### src/rtl/uart_tx_param.sv
// Parameterised UART transmitter: start bit, DATA_W data bits, optional parity, 1-2 stop bits.
// A word is latched on the accept edge and sent with zero idle-to-start latency.
module uart_tx_param #(
    parameter int DATA_W       = 8,
    parameter int CLKS_PER_BIT = 16,
    parameter int PARITY       = 0,
    parameter int STOP_BITS    = 1,
    parameter int MSB_FIRST    = 0
) (
    input  logic              clk,
    input  logic              rst_n,
    input  logic [DATA_W-1:0] data,
    input  logic              valid,
    output logic              ready,
    output logic              serial_out,
    output logic              busy,
    output logic              tx_done
);

    localparam int BAUD_W = (CLKS_PER_BIT > 1) ? $clog2(CLKS_PER_BIT) : 1;
    localparam int BIT_W  = (DATA_W > 2) ? $clog2(DATA_W) : 2;
    localparam logic [BAUD_W-1:0] BAUD_LAST = BAUD_W'(CLKS_PER_BIT - 1);
    localparam logic [BIT_W-1:0]  DATA_LAST = BIT_W'(DATA_W - 1);
    localparam logic [BIT_W-1:0]  STOP_LAST = BIT_W'(STOP_BITS - 1);

    if (DATA_W < 5 || DATA_W > 16) begin : g_bad_data_w
        $error("uart_tx_param: DATA_W must be 5..16");
    end
    if (CLKS_PER_BIT < 2) begin : g_bad_clks_per_bit
        $error("uart_tx_param: CLKS_PER_BIT must be >= 2");
    end
    if (PARITY < 0 || PARITY > 2) begin : g_bad_parity
        $error("uart_tx_param: PARITY must be 0, 1 or 2");
    end
    if (STOP_BITS < 1 || STOP_BITS > 2) begin : g_bad_stop_bits
        $error("uart_tx_param: STOP_BITS must be 1 or 2");
    end
    if (MSB_FIRST < 0 || MSB_FIRST > 1) begin : g_bad_msb_first
        $error("uart_tx_param: MSB_FIRST must be 0 or 1");
    end

    typedef enum logic [2:0] {S_IDLE, S_START, S_DATA, S_PAR, S_STOP} state_t;

    state_t              state_reg, state_next;
    logic [BAUD_W-1:0]   baud_cnt_reg, baud_cnt_next;
    logic [BIT_W-1:0]    bit_cnt_reg, bit_cnt_next;
    logic [DATA_W-1:0]   shift_reg, shift_next;
    logic                parity_reg, parity_next;
    logic                serial_reg, serial_next;
    logic [DATA_W-1:0]   data_ordered;
    logic                bit_end;
    logic                accept;

    // Reorder once at load time so the shifter always emits bit 0 first.
    for (genvar gi = 0; gi < DATA_W; gi++) begin : g_order
        if (MSB_FIRST != 0) begin : g_rev
            assign data_ordered[gi] = data[DATA_W-1-gi];
        end else begin : g_fwd
            assign data_ordered[gi] = data[gi];
        end
    end

    assign bit_end = (baud_cnt_reg == '0);
    assign accept  = valid && ready;

    always_ff @(posedge clk or negedge rst_n) begin
        if (!rst_n) begin
            state_reg    <= S_IDLE;
            baud_cnt_reg <= '0;
            bit_cnt_reg  <= '0;
            shift_reg    <= '0;
            parity_reg   <= 1'b0;
            serial_reg   <= 1'b1;
        end else begin
            state_reg    <= state_next;
            baud_cnt_reg <= baud_cnt_next;
            bit_cnt_reg  <= bit_cnt_next;
            shift_reg    <= shift_next;
            parity_reg   <= parity_next;
            serial_reg   <= serial_next;
        end
    end

    always_comb begin
        state_next    = state_reg;
        baud_cnt_next = baud_cnt_reg - BAUD_W'(1);
        bit_cnt_next  = bit_cnt_reg;
        shift_next    = shift_reg;
        parity_next   = parity_reg;
        serial_next   = serial_reg;
        case (state_reg)
            S_IDLE: begin
                baud_cnt_next = '0;
                if (accept) begin
                    state_next    = S_START;
                    baud_cnt_next = BAUD_LAST;
                    bit_cnt_next  = '0;
                    shift_next    = data_ordered;
                    parity_next   = (^data) ^ (PARITY == 2);
                    serial_next   = 1'b0;
                end
            end
            S_START: begin
                if (bit_end) begin
                    state_next    = S_DATA;
                    baud_cnt_next = BAUD_LAST;
                    bit_cnt_next  = '0;
                    serial_next   = shift_reg[0];
                end
            end
            S_DATA: begin
                if (bit_end) begin
                    baud_cnt_next = BAUD_LAST;
                    if (bit_cnt_reg == DATA_LAST) begin
                        bit_cnt_next = '0;
                        if (PARITY != 0) begin
                            state_next  = S_PAR;
                            serial_next = parity_reg;
                        end else begin
                            state_next  = S_STOP;
                            serial_next = 1'b1;
                        end
                    end else begin
                        bit_cnt_next = bit_cnt_reg + BIT_W'(1);
                        shift_next   = shift_reg >> 1;
                        serial_next  = shift_reg[1];
                    end
                end
            end
            S_PAR: begin
                if (bit_end) begin
                    state_next    = S_STOP;
                    baud_cnt_next = BAUD_LAST;
                    bit_cnt_next  = '0;
                    serial_next   = 1'b1;
                end
            end
            S_STOP: begin
                if (bit_end) begin
                    if (bit_cnt_reg == STOP_LAST) begin
                        // Final stop-bit cycle doubles as the accept slot for back-to-back frames.
                        if (accept) begin
                            state_next    = S_START;
                            baud_cnt_next = BAUD_LAST;
                            bit_cnt_next  = '0;
                            shift_next    = data_ordered;
                            parity_next   = (^data) ^ (PARITY == 2);
                            serial_next   = 1'b0;
                        end else begin
                            state_next    = S_IDLE;
                            baud_cnt_next = '0;
                            bit_cnt_next  = '0;
                            serial_next   = 1'b1;
                        end
                    end else begin
                        baud_cnt_next = BAUD_LAST;
                        bit_cnt_next  = bit_cnt_reg + BIT_W'(1);
                    end
                end
            end
            default: begin
                state_next    = S_IDLE;
                baud_cnt_next = '0;
                bit_cnt_next  = '0;
                serial_next   = 1'b1;
            end
        endcase
    end

    always_comb begin
        tx_done    = (state_reg == S_STOP) && bit_end && (bit_cnt_reg == STOP_LAST);
        ready      = (state_reg == S_IDLE) || tx_done;
        busy       = (state_reg != S_IDLE);
        serial_out = serial_reg;
    end

endmodule

### config.mk
export PLATFORM = sky130hd
export DESIGN_NAME = uart_tx_param
export DESIGN_NICKNAME = d
export VERILOG_FILES = /design/src/rtl/uart_tx_param.sv
export SDC_FILE = /design/constraint.sdc
export NUM_CORES = 1
export LEC_CHECK = 0
export CELL_PAD_IN_SITES_DETAIL_PLACEMENT = 0
export CELL_PAD_IN_SITES_GLOBAL_PLACEMENT = 1
export CORE_UTILIZATION = 35
export DETAILED_ROUTE_END_ITERATION = 12
export PLACE_DENSITY_LB_ADDON = 0.1
export SLEW_MARGIN = 15
export SYNTH_ARGS = -nofsm -noshare
export SYNTH_HDL_FRONTEND = slang
export SYNTH_SLANG_ARGS = --single-unit
### constraint.sdc
create_clock -name clk -period 4.14 [get_ports clk]
set_input_delay 0.621 -clock clk [delete_from_list [all_inputs] [get_ports clk]]
set_output_delay 0.621 -clock clk [all_outputs]
set_load 0.01 [all_outputs]
# Word level (Yosys, flattened, before mapping)
# Cells that the tools add are included.
[op_classes]
eq_ne = 14
n_mux = 36
n_addsub = 2
reduce_logical = 15
[op_table]
columns = ["op", "count"]
rows = [
  ["8-bit two-way mux", 5],
  ["3-bit two-way mux", 13],
  ["8-bit one-hot mux with 3 select lines", 1],
  ["4-bit two-way mux", 4],
  ["2-bit inequality test (second input constant)", 8],
  ["3-bit one-hot mux with 5 select lines", 1],
  ["3-bit one-hot mux with 4 select lines", 1],
  ["4-bit one-hot mux with 3 select lines", 1],
  ["1-bit two-way mux", 9],
  ["7-bit AND reduction", 1],
  ["3-bit by 2-bit equality test with 1-bit output (second input constant)", 2],
  ["3-bit equality test (second input constant)", 2],
  ["3-bit zero test", 2],
  ["6-bit AND reduction", 1],
  ["3-bit nonzero test", 2],
  ["1-bit one-hot mux with 5 select lines", 1],
  ["5-bit AND reduction", 1],
  ["4-bit zero test", 1],
  ["4-bit AND reduction", 1],
  ["4-bit by 1-bit subtractor with 4-bit output (second input constant)", 1],
  ["3-bit by 1-bit adder with 3-bit output (second input constant)", 1],
  ["3-bit by 1-bit equality test with 1-bit output (second input constant)", 1],
  ["1-bit logical AND", 3],
  ["3-bit OR reduction", 1],
  ["other kinds (3)", 3],
]
[totals]
out_inout_bits = 4
ff_bits = 19
wordCells = 72
input_bits = 11

# Longest topological paths before layout
# Gate-level depths: netlist (run 1).
[logic_depth]
word_depth = 9
mapped_depth = 6
depth_no_buf = 6

# Least setup slack after synthesis (run 1)
# No wires, ideal clock.
[synth_path]
path_kind = "reg2out"
startpoint = "register baud_cnt_reg[0]"
endpoint = "output port ready"
t_arrival_ns = 1.437
stages_incl_launch_ff = 6
required_time_ns = 3.519
setup_slack_ns = 2.082
n_path_buf = 0
cell_sequence = "dfrtp_1 inv_1 ha_1 nor3b_4 nand2_1 a21oi_1"
[synth_between]
elab_chain_cells = 4
[synth_rtl]
columns = ["item", "line_no", "text"]
rows = [
  ["start: declaration", "45", "logic [BAUD_W-1:0] baud_cnt_reg, baud_cnt_next;"],
  ["start signal: assignment", "76", "baud_cnt_reg <= baud_cnt_next;"],
  ["4-bit zero test", "63", "assign bit_end = (baud_cnt_reg == '0);"],
  ["1-bit logical AND (2 in series)", "171", "tx_done = (state_reg == S_STOP) && bit_end && (bit_cnt_reg == STOP_LAST);"],
  ["1-bit logical OR", "172", "ready = (state_reg == S_IDLE) || tx_done;"],
  ["end: declaration", "14", "output logic ready,"],
]
# No other way between the ends.

# Final worst setup path (run 1)
# Same ends and word-level chain as after synthesis.

==> results.py, run 1 <==
metrics = {
    "clock_tree": {
        "cts_buffers": 3,
        "htreeDepth": 1,
        "postCtsHoldBufs": 0,
        "cts_buffer_depth": 2,
        "clk_pin_slew_ns": 0.12,
        "postCtsSetupBuffers": 0,
        "clk_latency_ns": 0.30,
        "cts.sinks": 19,
        "ctsResizeCount": 0,
        "root_buffer": "clkbuf_4",
        "cts_tree": "yes",
    },
    "power_and_ir_drop": {
        "ir_drop_v": 0.000236,
        "p_comb_frac": 0.519,
        "switching_power_uw": 408,
        "power_leakage_nw": 0.562,
        "p_int_uw": 581,
        "p_clk_frac": 0.099,
        "power_density_mw_per_mm2": 694,
        "swShare": 0.413,
        "seq_power_share": 0.382,
    },
    "worst_setup_path": {
        "worstSetupStartpointType": "flip-flop",
        "critPathMaxFanout": 10,
        "crit_chain": "inv_1 > ha_1 > nor3b_4 > nand2_1 > a21oi_1 > clkdlybuf4s50_1",
        "critPathTopFamily": "buffers and inverters",
        "critical_path_buf_inv_count": 2,
        "end_kind": "primary output",
        "slowest_delay_ns": 0.54,
        "required_ns": 3.52,
        "slowest_stage": "clkdlybuf4s50_1",
        "arrival_ns": 2.39,
        "crit_type": "reg2out",
    },
    "yosys": {
        "synth_fa_ha_area_frac": 0.0514,
        "synth_top_flop_cell": "dfrtp_1",
        "synthCells": 113,
        "synthMuxAreaShare": 0.157,
        "synth-edff-count": 0,
        "synthArstFlopShare": 1.00,
        "yosys.area_share.simple": 0.172,
        "synth-seq-cells": 19,
        "synth_top_family_by_area": "compound AO/OA/AOI/OAI gates",
        "ys_seq_area_frac": 0.392,
        "synth_area_leader_cell": "dfrtp_1",
        "yosys_warnings": 0,
        "synth-compound-area-share": 0.180,
        "synth_xor_area_frac": 0.00719,
        "synth_fp_nets": 129,
        "synthTopCellsByArea": "dfrtp_1 (37%), mux2_2 (16%), ha_1 (5.1%), nor2_1 (2.8%), a21oi_1 (2.5%)",
        "syn_avg_cell_area_um2": 10.8,
        "syn_area_mm2": 0.00122,
        "yosysTopAreaCellShare": 0.370,
        "synth_cell_types": 43,
    },
    "grt": {
        "grt_max_degree": 20,
        "grt_pass1_vias": 922,
        "grt-ovfl-total": 0,
        "gr-usage-met1": 0.227,
        "grt_use_met2": 0.242,
        "grtUsageTotal": 0.158,
        "grt_pass1_wl_mm": 4.26,
        "gr-max-usage-layer": "met2",
        "grt_antenna_before_repair": 0,
        "use_met3": 0.0213,
    },
    "place": {
        "dpl_cell_area_mm2": 0.00140,
        "numPortBuffers": 14,
        "gp_congestion": 0.743,
        "dp_hpwl_mm": 1.80,
    },
    "finish": {
        "antenna_cells": 0,
        "area_growth_pct": 17.1,
        "largest_register_ffs": 8,
        "drive_gt1_frac": 0.258,
        "fin_nets": 145,
        "stdcell_area_mm2": 0.00143,
    },
    "die": {
        "initial_core_util": 0.365,
        "chipHeight_um": 61.0,
        "dieArea_mm2": 0.00372,
        "rows": 21,
        "die_x_um": 61.0,
        "core_area_mm2": 0.00334,
        "io_pins": 15,
    },
    "status": {
        "status": "completed",
    },
    "timing": {
        "maxSlewHeadroom": 0.410,
        "period_minus_slack_ns": 3.01,
        "tightest_slew_ns": 0.882,
        "whs_ns": 0.513,
        "rsz0062_at_grt": "false",
        "finalSetupViolations": 0,
        "clock_skew_ns": 0.00243,
        "drv_slew": 0,
        "post-route-period-util": 0.728,
        "finalSetupTns_ns": 0,
        "hold_viol": 0,
        "fmax_ghz": 0.332,
    },
    "drt": {
        "drc": 0,
        "drtIter0Drc": 14,
        "wirelength_mm": 2.45,
        "viasPerCell": 5.10,
        "ant_nets": 0,
        "num_vias": 888,
        "wire_per_inst_um": 14.1,
        "drt-pass1-iter-count": 4,
    },
    "hold_path": {
        "hold_class": "reg2reg",
    },
    "run": {
        "max_cap_violations": 0,
    },
}
placed cells by master (no fill, tap or decap), types with 2 or more instances in the layout:
| cell | netlist | layout |
|---|---|---|
| dfrtp_1 | 18 | 18 |
| mux2_2 | 17 | 17 |
| clkdlybuf4s50_1 | 0 | 14 |
| nor2_1 | 9 | 9 |
| inv_1 | 8 | 8 |
| a21oi_1 | 6 | 6 |
| ha_1 | 5 | 5 |
| o21ai_0 | 4 | 4 |
| o22ai_1 | 4 | 4 |
| nand2_1 | 3 | 3 |
| clkbuf_4 | 0 | 3 |
| or3_1 | 2 | 2 |
| nor2b_1 | 2 | 2 |
| o31ai_1 | 2 | 2 |
| nor3b_1 | 2 | 2 |
| nor3_1 | 2 | 2 |
layout make-up:
type | count | area (µm²)
Fill cell | 346 | 1910
Multi-Input combinational cell | 83 | 691
Sequential cell | 19 | 477
Timing Repair Buffer | 14 | 140
Tap cell | 46 | 57.6
Inverter | 8 | 30.0
Clock buffer | 3 | 22.5
Clock inverter | 1 | 7.51
synthesized netlist by cell type, types with 2 or more instances:
library cell  instances
dfrtp_1              18
mux2_2               17
nor2_1                9
inv_1                 8
a21oi_1               6
ha_1                  5
o21ai_0               4
o22ai_1               4
nand2_1               3
nor2b_1               2
nor3_1                2
nor3b_1               2
o31ai_1               2
or3_1                 2
logic make-up (layout without fill, tap and decap cells):
group | Yosys count | in the layout
flops | 19 | 19
xor+xnor | 1 | 1
mux | 17 | 17
simple gates | 32 | 32
buf+inv | 11 | 26
fa+ha+maj | 5 | 5
compound gates | 28 | 28
stage by stage:
stage	power [mW]	util	setup WS [ns]	cells
2_1_floorplan	0.771	-	2.08	113
3_3_place_gp	0.889	0.418	1.52	170
3_5_place_dp	0.898	0.418	1.45	170
4_1_cts	1.00	0.427	1.09	174
5_1_grt	1.09	0.427	0.936	174
6_report	0.989	0.427	1.13	174
worst paths after layout:
| path | from | depth (start not counted) | slack [ns] | end |
|---|---|---|---|---|
| setup reg to reg | baud_cnt_reg[0] | 6 | 1.93 | shift_reg[6] |
| hold reg to reg | shift_reg[2] | 1 | 0.51 | shift_reg[2] |
| setup / recovery | baud_cnt_reg[0] | 6 | 1.13 | ready |
| max in group asynchronous | rst_n | 1 | 2.80 | state_reg[0] |
| min in group asynchronous | rst_n | 1 | 0.81 | shift_reg[7] |
| hold / removal | shift_reg[2] | 1 | 0.51 | shift_reg[2] |
layer usage:
layer | vias to the layer above | routed length (µm)
li1 | 445 | -
met1 | 427 | 1270
met2 | 14 | 1060
met3 | 2 | 91
met4 | 0 | 19
met5 | - | 0
power groups by stage:
| stage | clock (mW) | sequential (mW) | combinational, mW |
|---|---|---|---|
| global placement | 0 | 0.380 | 0.509 |
| detailed placement | 0 | 0.382 | 0.516 |
| finish | 0.0980 | 0.377 | 0.514 |
| CTS | 0.105 | 0.378 | 0.520 |
| global route | 0.110 | 0.396 | 0.585 |
| floorplan | 0 | 0.340 | 0.431 |
(Power assumes the default switching activity.)
==> run 2, diff against run 1 <==
clock period = 3.15 ns   (was 4.14 ns; I/O delays follow)
==> results.py, run 2 (synthesized netlist as in run 1, its figures left out) <==
metrics = {
    "finish": {
        "stdcell_area_mm2": 0.00144,
        "layout_commonest_cell": "dfrtp_1",
        "area_growth_pct": 18.6,
        "largest_register_ffs": 8,
        "final_cell_mix": "dfrtp_1 (18), mux2_2 (17), clkdlybuf4s50_1 (14)",
        "drive_gt1_frac": 0.267,
        "fin_nets": 148,
        "antenna_cells": 0,
    },
    "worst_setup_path": {
        "crit_type": "reg2out",
        "required_ns": 2.68,
        "end_kind": "primary output",
        "critPathMaxFanout": 10,
        "r2r-end": "baud_cnt_reg[1]",
        "rr_startpoint": "baud_cnt_reg[0]",
        "arrival_ns": 2.24,
        "worst-r2r-setup-slack_ns": 0.97,
        "worstSetupStartpointType": "flip-flop",
        "r2r_cells": 6,
    },
    "die": {
        "core_area_mm2": 0.00334,
        "io_pins": 15,
        "chipHeight_um": 61.0,
        "initial_core_util": 0.365,
        "die_x_um": 61.0,
        "dieArea_mm2": 0.00372,
        "rows": 21,
    },
    "hold_path": {
        "holdPathEnd": "serial_out",
        "holdPathStages": 2,
        "min_from": "serial_out",
        "hold_class": "reg2reg",
    },
    "grt": {
        "grt_pass1_wl_mm": 4.51,
        "grt_max_degree": 20,
        "grt_pass1_vias": 974,
        "grt-ovfl-total": 0,
        "grtUsageTotal": 0.168,
        "grt_antenna_before_repair": 0,
    },
    "timing": {
        "fin_ws_ns": 0.437,
        "fmax_ghz": 0.369,
        "finalSetupTns_ns": 0,
        "maxSlewHeadroom": 0.417,
        "clock_skew_ns": 0.00583,
        "post-route-period-util": 0.861,
        "rsz0062_at_grt": "false",
        "drv_slew": 0,
        "whs_ns": 0.504,
        "finalSetupViolations": 0,
        "period_minus_slack_ns": 2.71,
        "tightest_slew_ns": 0.872,
        "hold_viol": 0,
    },
    "drt": {
        "drt-pass1-iter-count": 4,
        "ant_nets": 0,
        "num_vias": 904,
        "drtIter0Drc": 42,
        "wire_per_inst_um": 14.9,
        "drc": 0,
        "viasPerCell": 5.11,
        "wirelength_mm": 2.64,
    },
    "place": {
        "gp_congestion": 0.746,
        "dp_hpwl_mm": 1.88,
        "dpl_cell_area_mm2": 0.00142,
        "dp_slack_ns": 0.758,
        "numPortBuffers": 14,
    },
    "status": {
        "status": "completed",
    },
    "run": {
        "max_cap_violations": 0,
    },
    "clock_tree": {
        "htreeDepth": 1,
        "postCtsHoldBufs": 0,
        "root_buffer": "clkbuf_4",
        "cts_tree": "yes",
        "clk_pin_slew_ns": 0.11,
        "clk_latency_ns": 0.30,
        "ctsResizeCount": 0,
        "cts_buffers": 3,
        "postCtsSetupBuffers": 0,
        "cts.sinks": 19,
        "cts_buffer_depth": 2,
    },
    "power_and_ir_drop": {
        "ir_drop_v": 0.000382,
        "totalPowerFinal_mw": 1.32,
        "power_density_mw_per_mm2": 916,
        "power_leakage_nw": 0.579,
    },
}
-- run 2: final cells by class --
cell class                      instances  area (µm²)
Multi-Input combinational cell         83         691
Tap cell                               46        57.6
Fill cell                             348        1890
Inverter                                8        30.0
Sequential cell                        19         477
Clock buffer                            4        26.3
Timing Repair Buffer                   17         163
-- run 2: metrics by stage --
stage / instances / util
global placement: 173 / 0.425
finish: 177 / 0.433
detailed placement: 173 / 0.425
floorplan: 113 / -
global route: 177 / 0.433
CTS: 177 / 0.433
-- run 2: worst max path at each step --
stage                          from            to  cells after the start
finish              baud_cnt_reg[0]         ready                      7
global placement    baud_cnt_reg[0]         ready                      7
floorplan           baud_cnt_reg[0]  shift_reg[0]                      6
CTS                 baud_cnt_reg[0]         ready                      7
detailed placement  baud_cnt_reg[0]         ready                      7
global route        baud_cnt_reg[0]         ready                      7
-- run 2: power by group --
part           internal (mW)  total [mW]  switching, mW
Combinational          0.367       0.714          0.347
Sequential             0.362       0.479          0.116
Clock                 0.0494       0.130         0.0810
-- run 2: worst max-delay path, stage by stage (launching register included) --
cell and delay [ns]:
dfrtp_1 0.42, inv_1 0.11, ha_1 0.19, nor3b_4 0.18
buf_4 0.22, nand2_1 0.09, a21oi_1 0.18, clkdlybuf4s50_1 0.55
-- run 2: metal layers --
layer / vias to the layer above / share of wire / GRT usage
met2: 11 / 0.45 / 0.257
li1: 451 / - / -
met4: 0 / 0.0057 / 0.0357
met3: 2 / 0.033 / 0.0426
met5: - / 0 / 0
met1: 440 / 0.52 / 0.239
